File: config.mk
export PLATFORM = sky130hd
export DESIGN_NAME = vrased_rst_ctrl
export DESIGN_NICKNAME = d
export VERILOG_FILES = /design/src/rtl/vrased_rst_ctrl.sv
export SDC_FILE = /design/constraint.sdc
export NUM_CORES = 1
export LEC_CHECK = 0
export ABC_CLOCK_PERIOD_IN_PS = 6950
export CORE_MARGIN = 2
export CORE_UTILIZATION = 30
export CTS_CLUSTER_DIAMETER = 80
export CTS_CLUSTER_SIZE = 16
export DETAILED_ROUTE_END_ITERATION = 7
export DONT_BUFFER_PORTS = 1
export HOLD_SLACK_MARGIN = 0.12
export PLACE_DENSITY = 0.41
export SETUP_SLACK_MARGIN = 0.4
export SYNTH_ARGS = -nofsm -noshare
export SYNTH_HDL_FRONTEND = slang
export SYNTH_SLANG_ARGS = --single-unit
File: constraint.sdc
create_clock -name clk -period 6.95 [get_ports clk]
set_clock_uncertainty 0.1 [all_clocks]
set_input_delay 1.0425 -clock clk [delete_from_list [all_inputs] [get_ports clk]]
set_output_delay 1.0425 -clock clk [all_outputs]
set_load 0.03 [all_outputs]
File: src/rtl/vrased_rst_ctrl.sv
// vrased_rst_ctrl
//
// Reset sequencer for VRASED. Turns per-monitor violation requests into a
// registered system reset for the openMSP430 core, checks that the core
// re-enters the reset handler after release, and keeps sticky cause bits and
// a saturating event counter for post-mortem readout.
//
// Ports:
//   clk       - system clock
//   por       - asynchronous active-high reset
//   viol      - [6:0] level-sensitive violation requests, one bit per monitor
//   pc        - core program counter
//   cause_clr - single-cycle pulse clearing cause and viol_cnt
//   sys_rst   - registered reset to the core, active high
//   cause     - sticky cause bits; [6:0] mirror viol, [7] = boot timeout
//   viol_cnt  - saturating count of reset events
//   busy      - high whenever the sequencer is not idle
module vrased_rst_ctrl #(
    parameter logic [15:0] HOLD_CYCLES   = 16'd4,
    parameter logic [15:0] BOOT_TIMEOUT  = 16'd64,
    parameter logic [15:0] RESET_HANDLER = 16'h0000
) (
    input  logic        clk,
    input  logic        por,
    input  logic [6:0]  viol,
    input  logic [15:0] pc,
    input  logic        cause_clr,
    output logic        sys_rst,
    output logic [7:0]  cause,
    output logic [7:0]  viol_cnt,
    output logic        busy
);

    // A zero parameter behaves like 1, so both load values bottom out at 0.
    localparam logic [15:0] HOLD_LOAD = (HOLD_CYCLES == 16'd0) ? 16'd0 : HOLD_CYCLES - 16'd1;
    localparam logic [15:0] BOOT_LOAD = (BOOT_TIMEOUT == 16'd0) ? 16'd0 : BOOT_TIMEOUT - 16'd1;

    typedef enum logic [1:0] {StIdle, StHold, StBoot} state_e;

    state_e      state_q, state_d;
    logic [15:0] hcnt_q, hcnt_d;
    logic [15:0] btmr_q, btmr_d;
    logic [7:0]  cause_d;
    logic [7:0]  cnt_d;
    logic        sys_rst_d;
    logic        busy_d;

    logic        any_viol;
    logic [7:0]  set_bits;
    logic        count_evt;
    logic [7:0]  cnt_base;

    assign any_viol = |viol;

    always_comb begin
        state_d   = state_q;
        hcnt_d    = hcnt_q;
        btmr_d    = btmr_q;
        set_bits  = 8'h00;
        count_evt = 1'b0;

        unique case (state_q)
            StIdle: begin
                if (any_viol) begin
                    state_d   = StHold;
                    hcnt_d    = HOLD_LOAD;
                    set_bits  = {1'b0, viol};
                    count_evt = 1'b1;
                end
            end
            StHold: begin
                // Causes keep accumulating during the hold, but only the event
                // that started it is counted.
                set_bits = {1'b0, viol};
                if (hcnt_q != 16'd0) begin
                    hcnt_d = hcnt_q - 16'd1;
                end else if (any_viol) begin
                    hcnt_d = HOLD_LOAD;
                end else begin
                    state_d = StBoot;
                    btmr_d  = BOOT_LOAD;
                end
            end
            StBoot: begin
                // A new violation wins over a simultaneous handler match.
                if (any_viol) begin
                    state_d   = StHold;
                    hcnt_d    = HOLD_LOAD;
                    set_bits  = {1'b0, viol};
                    count_evt = 1'b1;
                end else if (pc == RESET_HANDLER) begin
                    state_d = StIdle;
                end else if (btmr_q == 16'd0) begin
                    state_d   = StHold;
                    hcnt_d    = HOLD_LOAD;
                    set_bits  = 8'h80;
                    count_evt = 1'b1;
                end else begin
                    btmr_d = btmr_q - 16'd1;
                end
            end
            default: begin
                state_d = StIdle;
            end
        endcase

        // A clear in the same cycle as a set keeps only this cycle's contribution.
        cause_d  = cause_clr ? set_bits : (cause | set_bits);
        cnt_base = cause_clr ? 8'h00 : viol_cnt;
        if (count_evt && (cnt_base != 8'hFF)) begin
            cnt_d = cnt_base + 8'd1;
        end else begin
            cnt_d = cnt_base;
        end

        sys_rst_d = (state_d == StHold);
        busy_d    = (state_d != StIdle);
    end

    always_ff @(posedge clk or posedge por) begin
        if (por) begin
            state_q  <= StIdle;
            hcnt_q   <= 16'd0;
            btmr_q   <= 16'd0;
            cause    <= 8'h00;
            viol_cnt <= 8'h00;
            sys_rst  <= 1'b0;
            busy     <= 1'b0;
        end else begin
            state_q  <= state_d;
            hcnt_q   <= hcnt_d;
            btmr_q   <= btmr_d;
            cause    <= cause_d;
            viol_cnt <= cnt_d;
            sys_rst  <= sys_rst_d;
            busy     <= busy_d;
        end
    end

endmodule

==> impl_metrics.ini <==
[run_status]
status = finished clean

[setup_path]
crit_type = reg -> reg
critical_path_peak_fanout = 8
cp.required_ps = 7050
critPathLaunchType = flop
crit_path_end_kind = flop
worstPathArrival_ps = 3490

[power_and_ir_drop]
p_int_uw = 743.0
sw_frac_of_total_pct = 48.63
power_frac_seq_pct = 38.5
peakVddDrop_uv = 121.2
power_leakage_nw = 1.422
switchingPower_uw = 703.5
powerDensity_nw_per_um2 = 436.1
combPwrFrac_pct = 49.5
power_frac_clock_pct = 12.0

[finish]
stdcell_count = 488
area_growth_pct = 5.786
finalNetCount = 386
fill_cells = 1088
drive_gt1_share_pct = 5.682
finalInstanceArea_sq_um = 3317
num_antenna_cells = 0
final_util_pct = 32.42

[yosys]
yosys_register_bits = 52
muxShareOfSynthArea_pct = 0.6784
avgSynthCellArea_sq_um = 8.783
synth_area_sq_um = 3136
yosys-top-cells-count = 52 x dfrtp_1, 44 x nor2_1, 29 x nand2_1
synth_compound_area_share_pct = 17.36
ys_top_cells_by_area = dfrtp_1 42%, nor2_1 5.3%, nand2_1 3.5%, nor4_1 3.4%, o21ai_0 3.4%
synth_xor_xnor_area_share_pct = 5.028
synth_edf_count = 0
synth_nets = 391
synthDistinctLibCells = 56
yosysSeqAreaShare_pct = 41.50
synth-simple-area-share_pct = 27.37
yosysTopAreaCell = dfrtp_1
synth_cells = 357
ys_warn_count = 0
synth_top_family_by_area = simple AND/OR/NAND/NOR gates
synthArstFlopShare_pct = 100.0
yosysMostFrequentCell = dfrtp_1
synth_top_flop_cell = dfrtp_1
yosysTopAreaCellShare_pct = 41.50
synth-adder-area-share_pct = 3.192

[run]
maxCapViolCount = 0

[clock_tree]
path_clk_slew_ps = 100
cts-resized-gates = 0
clock_latency_ps = 310
cts.sinks = 52
cts-hold-fix-buffers = 0
cts.path.max_buffers = 2
cts_tree = yes
root_buffer = clkbuf_8
cts_buffers = 5
h-tree-depth = 2
cts_setup_buffers = 0

[grt]
grt_overflow = 0
gr-usage-met2_pct = 23.72
busiest_layer = met2
grt_util_met3_pct = 3.311
grt_pass1_wl_microns = 13660
grt_pass1_vias = 2553
met1_usage_pct = 21.32
antenna_found_initial = 0
track_usage_pct = 15.16
grt_max_degree = 53

[sta]
maxSlewHeadroom_pct = 33.80
fin_setup_tns_ps = 0
min_period_ps = 3390
hold_slack_ps = 384.5
setup_viol = 0
fmax_mhz = 295.0
fin_crit_sh_pct = 48.78
rsz0062_at_grt = no
drv_slew = 0
worst_pin_slew_ps = 982.3
hold_viol = 0

[die]
start_util_pct = 30.65
ios = 44
die_y_microns = 106.2
core_area_sq_um = 10230
rows = 37
die_w_microns = 106.2
die_area_sq_um = 11290

[min_path]
hp-class = reg -> reg

[detailed_routing]
firstDrtPassIters = 6
drtIter0Drc = 115
routed_wl_microns = 8072
vias_per_cell = 5.459
vias = 2664
wl_per_cell_microns = 16.54
drt.antenna.violating_nets = 0
drc = 0

[placement]
gp_congestion = 0.7361
dp_cells = 481
dp_hpwl_microns = 5754
placed_area_sq_um = 3236
port_buffers = 0
==> layout by cell type (no fill, tap or decap), types with 7 or more instances in the layout <==
master and count:
dfrtp_1 52, nor2_1 44, nand2_1 29, o21ai_0 21, nor3_1 18, nor4_1 17
inv_1 17, a21oi_1 15, or4_1 14, xnor2_1 11, nand3_1 9, ha_1 8
xor2_1 7
==> layer usage <==
| layer | routed length (microns) | part of all wire, % |
|---|---|---|
| met1 | 3824 | 47 |
| met2 | 3794 | 47 |
| met3 | 401 | 5.0 |
| met4 | 51 | 0.63 |
| met5 | 0 | 0 |
==> state kept, by name, summed over array words and instances, names as in the netlist <==
signal    flops
btmr_q       16
hcnt_q       16
cause         8
viol_cnt      8
state_q       2
busy          1
sys_rst       1
==> worst max-delay path, cell delays in order, from the launching register on <==
cell	delay (ps)
dfrtp_1	410
inv_1	70
ha_1	250
or4b_2	640
nor4_1	440
nand2_1	200
a311o_1	520
a31o_2	310
a221o_1	340
==> worst paths after layout <==
path | start | cells past startpoint | slack, ps | to
hold reg to reg | hcnt_q[13]$_DFFE_PP0P_ | 1 | 380 | hcnt_q[13]$_DFFE_PP0P_
setup reg to reg | btmr_q[0]$_DFFE_PP0P_ | 8 | 3560 | hcnt_q[8]$_DFFE_PP0P_
hold / removal | hcnt_q[13]$_DFFE_PP0P_ | 1 | 380 | hcnt_q[13]$_DFFE_PP0P_
max in group asynchronous | por | 2 | 5590 | btmr_q[3]$_DFFE_PP0P_
min in group asynchronous | por | 2 | 710 | viol_cnt[2]$_DFF_PP0_
setup / recovery | btmr_q[0]$_DFFE_PP0P_ | 8 | 3560 | hcnt_q[8]$_DFFE_PP0P_
==> final cells by class <==
class | instances | area, sq um | area share (%)
flip-flops and latches | 52 | 1301 | 39.23
well taps | 136 | 170.2 | 5.130
clock buffers | 5 | 68.82 | 2.075
multi-input cells | 273 | 1682 | 50.70
repair buffers | 2 | 15.01 | 0.4527
clock inverters | 2 | 12.51 | 0.3772
inverters | 18 | 67.56 | 2.037
==> power groups by stage <==
stage	sequential (mW)	combinational [mW]	clock [mW]
4_1_cts	0.557	0.720	0.183
6_report	0.557	0.716	0.174
2_1_floorplan	0.530	0.604	0
3_3_place_gp	0.563	0.713	0
3_5_place_dp	0.561	0.719	0
5_1_grt	0.577	0.819	0.196
==> kinds of logic (layout without fill, tap and decap cells) <==
kind of cell    count (synthesis)  count (layout)
compound gates                 82              82
xor+xnor                       18              18
fa+ha+maj                       8               8
buf+inv                        32              27
flops                          52              52
mux                             2               2
simple gates                  163             163
==> stage by stage <==
stage | power [mW] | setup WS [ps]
final | 1.446 | 3560
after global routing | 1.593 | 3332
after CTS | 1.460 | 3508
after detailed placement | 1.280 | 3367
after global placement | 1.277 | 3404
after floorplan | 1.134 | 3862
Power figures use the tool's default switching activity.
